[src/rtl/sram_d_arbiter.sv]
`timescale 1ns/1ps
// -----------------------------------------------------------------------------
// sram_d_arbiter
//
// Two-master OBI arbiter feeding the SRAM wrapper's data port. Master 0 is the
// core data port, master 1 the DMA/debug port. The two are served round-robin.
// Every address is range-checked against [SRAM_BASE_ADDR, SRAM_END_ADDR).
// Out-of-window requests are never forwarded. They are accepted locally,
// answered one cycle later with an error response, and logged.
//
// Ports
//   clk_i, rst_ni                    clock, synchronous active-low reset
//   m{0,1}_req_i / m{0,1}_gnt_o      master request / grant (grant is combinational)
//   m{0,1}_addr/we/be/wdata_i        master request payload
//   m{0,1}_rvalid/rdata/err_o        master response, 1 cycle after handshake
//   sram_d_req_o / sram_d_gnt_i      downstream request / grant
//   sram_d_addr/we/be/wdata_o        downstream payload (zero when idle)
//   sram_d_rvalid_i, sram_d_rdata_i  downstream response
//   illegal_memory_o                 pulse while an error response is delivered
//   err_addr_o, err_count_o          last illegal address, saturating count
// -----------------------------------------------------------------------------
module sram_d_arbiter #(
   parameter logic [31:0] SRAM_BASE_ADDR = 32'h8000_0000,
   parameter logic [31:0] SRAM_END_ADDR  = 32'h8000_C000
) (
   input  logic        clk_i,
   input  logic        rst_ni,
   // master 0
   input  logic        m0_req_i,
   output logic        m0_gnt_o,
   input  logic [31:0] m0_addr_i,
   input  logic        m0_we_i,
   input  logic [3:0]  m0_be_i,
   input  logic [31:0] m0_wdata_i,
   output logic        m0_rvalid_o,
   output logic [31:0] m0_rdata_o,
   output logic        m0_err_o,
   // master 1
   input  logic        m1_req_i,
   output logic        m1_gnt_o,
   input  logic [31:0] m1_addr_i,
   input  logic        m1_we_i,
   input  logic [3:0]  m1_be_i,
   input  logic [31:0] m1_wdata_i,
   output logic        m1_rvalid_o,
   output logic [31:0] m1_rdata_o,
   output logic        m1_err_o,
   // downstream SRAM port
   output logic        sram_d_req_o,
   input  logic        sram_d_gnt_i,
   output logic [31:0] sram_d_addr_o,
   output logic        sram_d_we_o,
   output logic [3:0]  sram_d_be_o,
   output logic [31:0] sram_d_wdata_o,
   input  logic        sram_d_rvalid_i,
   input  logic [31:0] sram_d_rdata_i,
   // error log
   output logic        illegal_memory_o,
   output logic [31:0] err_addr_o,
   output logic [7:0]  err_count_o
);

   logic        m0_legal, m1_legal;
   logic        win_id;      // 0 = master 0, 1 = master 1
   logic        win_req;
   logic        win_legal;
   logic        handshake;
   logic        resp_live;

   logic        last_q, last_d;
   logic        resp_valid_q, resp_valid_d;
   logic        resp_id_q, resp_id_d;
   logic        resp_err_q, resp_err_d;
   logic [31:0] err_addr_q, err_addr_d;
   logic [7:0]  err_count_q, err_count_d;

   logic        rsp_rvalid;
   logic [31:0] rsp_rdata;
   logic        rsp_err;

   assign m0_legal = (m0_addr_i >= SRAM_BASE_ADDR) && (m0_addr_i < SRAM_END_ADDR);
   assign m1_legal = (m1_addr_i >= SRAM_BASE_ADDR) && (m1_addr_i < SRAM_END_ADDR);

   // Winner selection and grant. On a tie the master that did not win the
   // last handshake goes first. Illegal winners are accepted locally.
   always_comb begin
      // NOTE: every signal driven here gets a default first so no path leaves
      // it unassigned; otherwise synthesis would infer a latch.
      win_id    = 1'b0;
      win_req   = m0_req_i | m1_req_i;
      win_legal = 1'b0;
      handshake = 1'b0;
      if (m0_req_i && m1_req_i) begin
         win_id = ~last_q;
      end else begin
         win_id = m1_req_i;
      end
      win_legal = win_id ? m1_legal : m0_legal;
      handshake = win_req && (win_legal ? sram_d_gnt_i : 1'b1);
   end

   assign m0_gnt_o = handshake && !win_id;
   assign m1_gnt_o = handshake &&  win_id;

   // Downstream request: only legal winners are forwarded; payload is zeroed
   // otherwise so the SRAM never sees stale or illegal addresses.
   always_comb begin
      sram_d_req_o   = 1'b0;
      sram_d_addr_o  = 32'h0;
      sram_d_we_o    = 1'b0;
      sram_d_be_o    = 4'h0;
      sram_d_wdata_o = 32'h0;
      if (win_req && win_legal) begin
         sram_d_req_o = 1'b1;
         if (win_id) begin
            sram_d_addr_o  = m1_addr_i;
            sram_d_we_o    = m1_we_i;
            sram_d_be_o    = m1_be_i;
            sram_d_wdata_o = m1_wdata_i;
         end else begin
            sram_d_addr_o  = m0_addr_i;
            sram_d_we_o    = m0_we_i;
            sram_d_be_o    = m0_be_i;
            sram_d_wdata_o = m0_wdata_i;
         end
      end
   end

   // Next state. A response slot is opened on every handshake and closed
   // otherwise; the SRAM's fixed 1-cycle latency means one slot is enough.
   always_comb begin
      last_d       = last_q;
      resp_valid_d = handshake;
      resp_id_d    = resp_id_q;
      resp_err_d   = resp_err_q;
      err_addr_d   = err_addr_q;
      err_count_d  = err_count_q;
      if (handshake) begin
         last_d     = win_id;
         resp_id_d  = win_id;
         resp_err_d = !win_legal;
         if (!win_legal) begin
            err_addr_d = win_id ? m1_addr_i : m0_addr_i;
            if (err_count_q != 8'hFF) begin
               err_count_d = err_count_q + 8'd1;
            end
         end
      end
   end

   always_ff @(posedge clk_i) begin
      // NOTE: sequential state uses non-blocking assignments so every register
      // samples the pre-edge values, independent of statement order.
      if (!rst_ni) begin
         // NOTE: only control/status registers exist here and all of them are
         // reset; there is no storage array that could be left unreset.
         last_q       <= 1'b1;
         resp_valid_q <= 1'b0;
         resp_id_q    <= 1'b0;
         resp_err_q   <= 1'b0;
         err_addr_q   <= 32'h0;
         err_count_q  <= 8'h0;
      end else begin
         last_q       <= last_d;
         resp_valid_q <= resp_valid_d;
         resp_id_q    <= resp_id_d;
         resp_err_q   <= resp_err_d;
         err_addr_q   <= err_addr_d;
         err_count_q  <= err_count_d;
      end
   end

   // Asserting reset in the response cycle drops the response at once, so
   // a downstream rvalid arriving in that cycle never reaches a master.
   assign resp_live = resp_valid_q && rst_ni;

   always_comb begin
      rsp_rvalid       = 1'b0;
      rsp_rdata        = 32'h0;
      rsp_err          = 1'b0;
      illegal_memory_o = 1'b0;
      if (resp_live) begin
         if (resp_err_q) begin
            rsp_rvalid       = 1'b1;
            rsp_err          = 1'b1;
            illegal_memory_o = 1'b1;
         end else begin
            rsp_rvalid = sram_d_rvalid_i;
            rsp_rdata  = sram_d_rdata_i;
         end
      end
   end

   // Route the single response to its master; the other sees all zeros.
   assign m0_rvalid_o = rsp_rvalid && !resp_id_q;
   assign m0_rdata_o  = resp_id_q ? 32'h0 : rsp_rdata;
   assign m0_err_o    = rsp_err && !resp_id_q;
   assign m1_rvalid_o = rsp_rvalid && resp_id_q;
   assign m1_rdata_o  = resp_id_q ? rsp_rdata : 32'h0;
   assign m1_err_o    = rsp_err && resp_id_q;

   assign err_addr_o  = err_addr_q;
   assign err_count_o = err_count_q;

endmodule

[config.mk]
export PLATFORM = sky130hd
export DESIGN_NAME = sram_d_arbiter
export DESIGN_NICKNAME = d
export VERILOG_FILES = /design/src/rtl/sram_d_arbiter.sv
export SDC_FILE = /design/constraint.sdc
export NUM_CORES = 1
export LEC_CHECK = 0
export CAP_MARGIN = 20
export CELL_PAD_IN_SITES_DETAIL_PLACEMENT = 2
export CELL_PAD_IN_SITES_GLOBAL_PLACEMENT = 2
export CORE_MARGIN = 2
export CORE_UTILIZATION = 13
export DETAILED_ROUTE_END_ITERATION = 10
export GPL_TIMING_DRIVEN = 0
export PLACE_DENSITY_LB_ADDON = 0.1
export SLEW_MARGIN = 0
export SYNTH_ARGS = -nofsm -noshare
export SYNTH_HDL_FRONTEND = slang
export SYNTH_SLANG_ARGS = --single-unit
[constraint.sdc]
create_clock -name clk_i -period 2.2 [get_ports clk_i]
set_input_delay 0.22 -clock clk_i [delete_from_list [all_inputs] [get_ports clk_i]]
set_output_delay 0.22 -clock clk_i [all_outputs]
set_load 0.005 [all_outputs]
Yosys cells after proc, flatten, opt, wreduce, memory -nomap -nowiden. Cells that the tools add are included.

Add/sub/neg operators: 1. $lt $le $gt $ge: 4. Equal/unequal tests: 1. Multiplexer cells: 20. Bitwise operators: 3. Reduce and logical (&&, ||, !) cells: 17.

Operators with widths (number): 2-to-1 mux 32 bit (8); >= comparator 32 bit (second input constant) (2); < comparator 32 bit (second input constant) (2); logical AND 1 bit (12); 2-to-1 mux 1 bit (10); adder 8 x 1 -> 8 bit (second input constant) (1); 2-to-1 mux 4 bit (2); inequality test 8 bit (second input constant) (1); logical NOT 1 bit (3); AND reduction 3 bit (1); inverter 1 bit (2); AND reduction 2 bit (1); OR 1 bit (1).

Bits in registers: 44. Output and inout bits: 181.

Longest topological paths before layout. Gate-level depths: netlist of the first run.

Word-level depth: 6. Mapped depth: 8.

Worst setup path after synthesis of the first run. No wires, ideal clock.

Kind: reg-to-output. From: register last_q. To: output sram_d_be_o[1]. Data arrival time: 1.438 ns. Setup slack: 0.542 ns. Cell stages (with the launch flop): 9. Path buffers: 3. Cell sequence: dfxtp_1 -> a21boi_2 -> buf_4 -> nand4_2 -> o22ai_1 -> buf_4 -> nand2_4 -> buf_2 -> a21oi_1.

Cells in the longest elaborated chain, start to end: 5. Elaborated cells on any way between the ends: 6. Those cells by class: mux (4); bitwise (1); reduce/logical (1).

RTL lines: start, declared (RTL line 70) `logic last_q, last_d;`; start signal, assigned (RTL line 164) `last_q <= last_d;`; inverter 1 bit * (RTL line 94) `win_id = ~last_q;`; 2-to-1 mux 1 bit * (RTL line 93) `if (m0_req_i && m1_req_i) begin`; 2-to-1 mux 1 bit (RTL line 98) `win_legal = win_id ? m1_legal : m0_legal;`; logical AND 1 bit (RTL line 113) `if (win_req && win_legal) begin`; 2-to-1 mux 4 bit * (RTL line 113); end, declared (RTL line 53) `output logic [3:0] sram_d_be_o,`.

Mark *: on every way between the ends. The rest lies on a longest branch, timed or not.

Final worst setup path of the first run.
From: input m0_addr_i[18]. To: output sram_d_wdata_o[5].

Cells in the longest elaborated chain, start to end: 5. Elaborated cells on any way between the ends: 6. Those cells by class: order compare (2); mux (2); reduce/logical (2).

RTL lines: start, declared (RTL line 31) `input logic [31:0] m0_addr_i,`; >= comparator 32 bit / < comparator 32 bit (equally long branches) (RTL line 81) `assign m0_legal = (m0_addr_i >= SRAM_BASE_ADDR) && (m0_addr_i < SRAM_END_ADDR);`; logical AND 1 bit * (RTL line 81); 2-to-1 mux 1 bit * (RTL line 98); logical AND 1 bit * (RTL line 113); 2-to-1 mux 32 bit * (RTL line 113); end, declared (RTL line 54) `output logic [31:0] sram_d_wdata_o,`.

Marked as above.

==> results of run 1 <==
[layout make-up]
cell class              instances  area, um^2  area share, %
flip-flops and latches         44         888           10.9
inverters                       6        25.0          0.306
clock buffers                   6         139           1.70
clock inverters                 2        38.8          0.475
diodes                          1        2.50         0.0306
repair buffers                369        3500           42.9
well taps                     335         419           5.13
plain buffers                  51         444           5.44
multi-input cells             399        2710           33.2
[per-layer routing]
layer | track usage, % | routed length (um)
met5 | 0 | 12
met4 | 3.71 | 356
met3 | 5.96 | 2040
met2 | 30.5 | 12100
met1 | 17.5 | 9040
[flip-flops by register name (all words and copies together) (netlist names)]
name,count
err_addr_o,32
err_count_o,8
last_q,1
resp_err_q,1
resp_id_q,1
resp_valid_q,1
[cell usage after synthesis (all sizes together)]
master,count
nand2,121
and2,64
nor2,56
dfxtp,44
a21oi,41
buf,33
clkbuf,20
mux2i,19
a211oi,16
a311oi,16
nor4,7
inv,6
nand3,6
nand2b,4
nor3,4
o21ai,4
nand4,3
nor4b,3
o311ai,2
o31ai,2
o41ai,2
or3,2
a21bo,1
a21boi,1
and3,1
and4,1
conb,1
ha,1
o211a,1
o211ai,1
o221a,1
o22a,1
o22ai,1
or2,1
or4,1
[worst min-delay path, cell delays in order]
cell and delay (ns):
clkdlybuf4s15_1 0.21, nand2_1 0.08, a311oi_1 0.09
[worst max-delay path by stage]
| stage | start | to | slack, ns | cells after the start |
|---|---|---|---|---|
| finish | m0_addr_i[18] | sram_d_wdata_o[5] | -0.06 | 10 |
| global placement | m1_addr_i[28] | sram_d_wdata_o[29] | -1.34 | 9 |
| global route | last_q | sram_d_wdata_o[4] | -0.17 | 10 |
| detailed placement | m1_addr_i[28] | sram_d_wdata_o[29] | -1.38 | 9 |
| CTS | last_q | sram_d_wdata_o[16] | -0.13 | 10 |
| floorplan | last_q | sram_d_be_o[1] | 0.54 | 8 |
[report_power, final]
part           total [mW]  internal (mW)  switching (mW)  leakage [nW]
Combinational       0.988          0.562           0.426          2.91
Clock               0.915          0.570           0.345        0.0871
Sequential          0.900          0.858          0.0424         0.366
Total                2.80           1.99           0.813          3.36
[cells by family after synthesis]
| logic type | Yosys count | synth area share (%) |
|---|---|---|
| other | 1 | 0.109 |
| and+or+nand+nor | 274 | 38.4 |
| muxes | 19 | 5.52 |
| DFF | 44 | 25.6 |
| AOI/OAI and AO/OA | 90 | 20.0 |
| adders and majority gates | 1 | 0.363 |
| buffers and inverters | 59 | 10.0 |
[through the flow]
stage                     hold slack (ns)  utilization [%]  setup slack (ns)  power (mW)
after detailed placement            0.500             28.1             -1.38        1.85
after global placement              0.484             28.1             -1.34        1.83
final                               0.356             31.4           -0.0591        2.80
after global routing                0.377             31.4            -0.174        2.97
after floorplan                     0.369                -             0.542        1.23
after CTS                           0.348             30.6            -0.127        2.84
[placed cells by master (no fill, tap or decap), drive strengths merged, types with 2 or more instances in the layout]
master         Yosys  routed
dlygate4sd2        0      29
nand2b             4       4
nor4b              3       3
nand2            121     121
a311oi            16      16
clkdlybuf4s15      0       9
clkdlybuf4s50      0     249
a211oi            16      16
mux2i             19      19
o31ai              2       2
nand4              3       3
clkbuf            20      25
conb               1      15
o311ai             2       2
nor2              56      56
inv                6       6
nor4               7       7
or3                2       2
and2              64      64
buf               33     113
o41ai              2       2
dfxtp             44      44
nand3              6       6
o21ai              4       4
nor3               4       4
a21oi             41      41
[timing repair]
item,4_1_cts,5_1_grt
setup buffers,17,6
hold endpoints to repair,0,0
pin swaps,23,9
cloned,4,1
gates resized for setup,394,40
hold buffers,0,0
endpoints found under the setup margin,166,116
==> results.md, run 1 <==
- Critical R2R Capture: err_count_o[3]
- Syn Area/Cell: 7.06 um^2
- Vias in the first global route: 5,869
- Top-Level Pins: 357
- Die area: 27,800 um^2
- Setup slack after layout: -0.0591 ns
- Post-DR vias/cell: 4.14
- CP max FO: 8
- Placement row count: 59
- # clock sinks: 44
- Hold WC Path Type: primary input to flip-flop
- Fillcell total: 2,941
- Layout cells sized above 1: 26.7%
- DR iter-0 viols: 76
- 1st-pass router iterations: 4
- RSZ-0062 raised after global routing: yes
- VDD IR-drop max: 0.405 mV
- Total congestion overflow: 0
- First-pass GRT wire length: 35,500 um
- PortBufs: 341
- Start of the worst register-to-register path: last_q
- CTS max path bufs: 2
- Placer Congestion: 0.776
- Setup CP Type: primary input to output port
- Failing checks: negative setup slack
- Wirelength per Cell: 19.4 um
- Seq/Total Area, Yosys: 25.6%
- Beginning of the worst hold path: m1_addr_i[19]
- Reg2reg setup slack: 0.34 ns
- Most frequent CP cell: buf_6
- Final setup vio count: 31
- Largest net degree at the start of global routing: 15
- Final instance area: 8170 um^2
- WL final: 23,500 um
- Hpwl dp: 19,300 um
- Post-synth top area cell: dfxtp_1
- Worst-margin pin slew: 0.751 ns
- Post-synthesis register bit count: 44
- Starting Density: 13.2%
- Fin Setup TNS: -0.860 ns
- Crit path largest cell delay: 0.46 ns
- Initial antenna violation count: 2
- Distinct cells, synth: 42
- Dpl cell area: 7330 um^2
- Die H: 167 um
- Status: finished with violations
- Reg2reg path depth: 8
- Die Wd: 167 um
- Family with the most delay on the worst path: buffers and inverters
- # DRC: 0
- Fmax: 443 MHz
- Core footprint: 26,100 um^2
- WP buf/inv: 5
- H-tree levels: 2
- Post-Route Skew: 0.00606 ns
- Via Count: 5,020
- Inst Count DP: 1,178
- Area contributors post-synth: dfxtp_1, nand2_1, and2_1, nor2_1, a21oi_1
- Fin nets: 1,053
- Clk_lat worst skew: 0.29 ns
- Final period utilization: 103%
- Fin. Hold Viols: 0
- WP data required: 1.98 ns
- Cells after Synth: 488
- Crit path cell chain: clkdlybuf4s50_1 > nor4_4 > nand2_2 > o22ai_4 > buf_6 > nand2_8 > buf_6 > clkbuf_16 > a21oi_2 > buf_2
- Worst setup EP type: output port
- Worst EP arrival: 2.04 ns
- Reg clk slew, reported paths: 0.07 ns
- Minimum clock period: 2.26 ns
- Leakage: 3.36 nW
- Synth top area share: 25.6%
- Cells on Worst Hold Path: 3
- Tot GR Track Use: 16.4%
- CTS Buf Count: 5
- Pwr dens: 343 nW/um^2
- Max_cap viols: 0
- Synth Warn #: 0
- Hold Path Sink: err_addr_o[19]
- Clock Tree Root: clkbuf_16
- Setup crit start kind: primary input
- Clock tree from TritonCTS: yes
- Final antenna-violating net count: 0
- Cell Area, Synth: 3440 um^2
- Final cell count without fillers: 1,213
- Slowest cell on the critical path: clkdlybuf4s50_1
- Area grow syn2layout: 137%
- Worst slew margin: 50.0%
- Fin. max-slew vios: 0
Note: power is estimated with default switching activity, not from simulation.
==> run 2, diff against run 1 <==
--- a/config.mk
+++ b/config.mk
@@ -13,6 +13,7 @@
 export DETAILED_ROUTE_END_ITERATION = 10
 export GPL_TIMING_DRIVEN = 0
 export PLACE_DENSITY_LB_ADDON = 0.1
+export RECOVER_POWER = 100
 export SLEW_MARGIN = 0
 export SYNTH_ARGS = -nofsm -noshare
 export SYNTH_HDL_FRONTEND = slang
==> results.md, run 2 (synthesized netlist as in run 1, its figures left out) <==
- Area grow syn2layout: 137% (unchanged)
- Fillcell total: 2,941 (unchanged)
- CP max FO: 8 (unchanged)
- Setup slack after layout: -0.0608 ns (-0.00163 ns)
- Die H: 167 um (unchanged)
- Critical R2R Capture: err_count_o[3]
- Max_cap viols: 0 (unchanged)
- Final setup vio count: 32 (+3.2%)
- # clock sinks: 44 (unchanged)
- Final instance area: 8170 um^2 (unchanged)
- RSZ-0062 raised after global routing: yes
- Fin nets: 1,053 (unchanged)
- WP data required: 1.98 ns (about the same)
- Hpwl dp: 19,300 um (unchanged)
- VDD IR-drop max: 0.404 mV (-0.16%)
- Placement row count: 59 (unchanged)
- Largest net degree at the start of global routing: 15 (unchanged)
- Start of the worst register-to-register path: last_q
- Fin util: 31.4% (unchanged)
- Pwr dens: 340 nW/um^2 (-0.78%)
- Beginning of the worst hold path: m1_addr_i[19]
- Total congestion overflow: 0 (unchanged)
- Clk_lat worst skew: 0.29 ns (about the same)
- Die area: 27,800 um^2 (unchanged)
- Failing checks: negative setup slack
- Fin. max-slew vios: 0 (unchanged)
- Reg clk slew, reported paths: 0.07 ns (about the same)
- Final antenna-violating net count: 0 (unchanged)
- Clock Tree Root: clkbuf_16
- Dpl cell area: 7330 um^2 (unchanged)
- Hold Path Sink: err_addr_o[19]
- Reg2reg path depth: 8 (unchanged)
- Worst EP arrival: 2.04 ns (about the same)
- Wirelength per Cell: 19.4 um (about the same)
- Status: finished with violations
- Die Wd: 167 um (unchanged)
- Setup CP Type: primary input to output port
- Worst setup EP type: output port
- Top-Level Pins: 357 (unchanged)
- Tot GR Track Use: 16.4% (unchanged)
- CTS Buf Count: 5 (unchanged)
- Worst slew margin: 50.0% (about the same)
- Commonest non-fill, non-tap cell in the layout: clkdlybuf4s50_1
- Via Count: 5,022 (+0.040%)
- Fin. Hold Viols: 0 (unchanged)
- DR iter-0 viols: 74 (-2.6%)
- WL final: 23,500 um (about the same)
- Minimum clock period: 2.26 ns (+0.00163 ns)
- Leakage: 3.45 nW (+2.6%)
- Starting Density: 13.2% (unchanged)
- H-tree levels: 2 (unchanged)
- Final cell count without fillers: 1,213 (unchanged)
- Post-Route Skew: 0.00599 ns (-0.0000691 ns)
- Placer Congestion: 0.776 (unchanged)
- Initial antenna violation count: 2 (unchanged)
- Vias in the first global route: 5,869 (unchanged)
- Tot Pwr: 2.78 mW (-0.78%)
- Fin Hold WS: 0.356 ns (-0.000419 ns)
- Most frequent cells in the layout: clkdlybuf4s50_1, nand2_1, and2_1
- Clock tree from TritonCTS: yes
- Flip-flop count of the largest register after layout: 32 (unchanged)
- CTS max path bufs: 2 (unchanged)
- Fmax: 442 MHz (about the same)
- Cells on Worst Hold Path: 3 (unchanged)
- First-pass GRT wire length: 35,500 um (unchanged)
- PortBufs: 341 (unchanged)
- Inst Count DP: 1,178 (unchanged)
- Core footprint: 26,100 um^2 (unchanged)
- Worst-margin pin slew: 0.751 ns (-0.00000197 ns)
- Hold WC Path Type: primary input to flip-flop
- Reg2reg setup slack: 0.34 ns (about the same)
- Setup crit start kind: primary input
- Layout cells sized above 1: 26.7% (unchanged)
- Final period utilization: 103% (about the same)
- Post-DR vias/cell: 4.14 (about the same)
- 1st-pass router iterations: 4 (unchanged)
- # DRC: 0 (unchanged)
==> run 2: worst max-delay path by stage <==
stage,from,end
final,m0_addr_i[18],sram_d_wdata_o[5]
after global routing,last_q,sram_d_wdata_o[4]
after CTS,last_q,sram_d_wdata_o[16]
after detailed placement,m1_addr_i[28],sram_d_wdata_o[29]
after global placement,m1_addr_i[28],sram_d_wdata_o[29]
after floorplan,last_q,sram_d_be_o[1]
==> run 2: timing repair <==
item | 4_1_cts | 5_1_grt
setup endpoints to repair | 166 | 116
gates cloned | 4 | 1
hold buffers | 0 | 0
pin swaps | 23 | 9
setup buffers | 17 | 6
gates resized for setup | 394 | 40
==> run 2: layer usage <==
layer	wire [um]	up-vias	global-route usage (%)	share of wire [%]
li1	-	2400	-	-
met1	9030	2394	17.5	38
met2	12000	211	30.5	51
met3	2040	15	5.96	8.7
met4	356	2	3.71	1.5
met5	12	-	0	0.051
==> run 2: layout make-up <==
type                       instances  area (um^2)  share of cell area [%]
timing repair buffer             369         3500                    42.9
multi-input combinational        399         2710                    33.2
sequential                        44          888                    10.9
buffer                            51          444                    5.44
tap                              335          419                    5.13
clock buffer                       6          139                    1.70
clock inverter                     2         38.8                   0.475
inverter                           6         25.0                   0.306
antenna                            1         2.50                  0.0306
==> run 2: where the power goes <==
group | internal, mW | switching [mW] | total, mW
logic | 0.542 | 0.426 | 0.968
registers | 0.858 | 0.0399 | 0.898
clock network | 0.570 | 0.346 | 0.916
==> run 2: stage by stage <==
stage                     setup TNS [ns]  setup WS, ns
after detailed placement         -135.16         -1.38
final                             -0.911       -0.0608
after CTS                          -4.28        -0.127
after global placement           -125.01         -1.34
after global routing               -6.58        -0.174
after floorplan                        0         0.542
==> run 2: critical path, stage by stage <==
cell	delay, ns
clkdlybuf4s50_1	0.46
nor4_4	0.25
nand2_2	0.12
o22ai_4	0.16
buf_6	0.14
nand2_8	0.10
buf_6	0.17
clkbuf_16	0.15
a21oi_2	0.10
buf_2	0.12
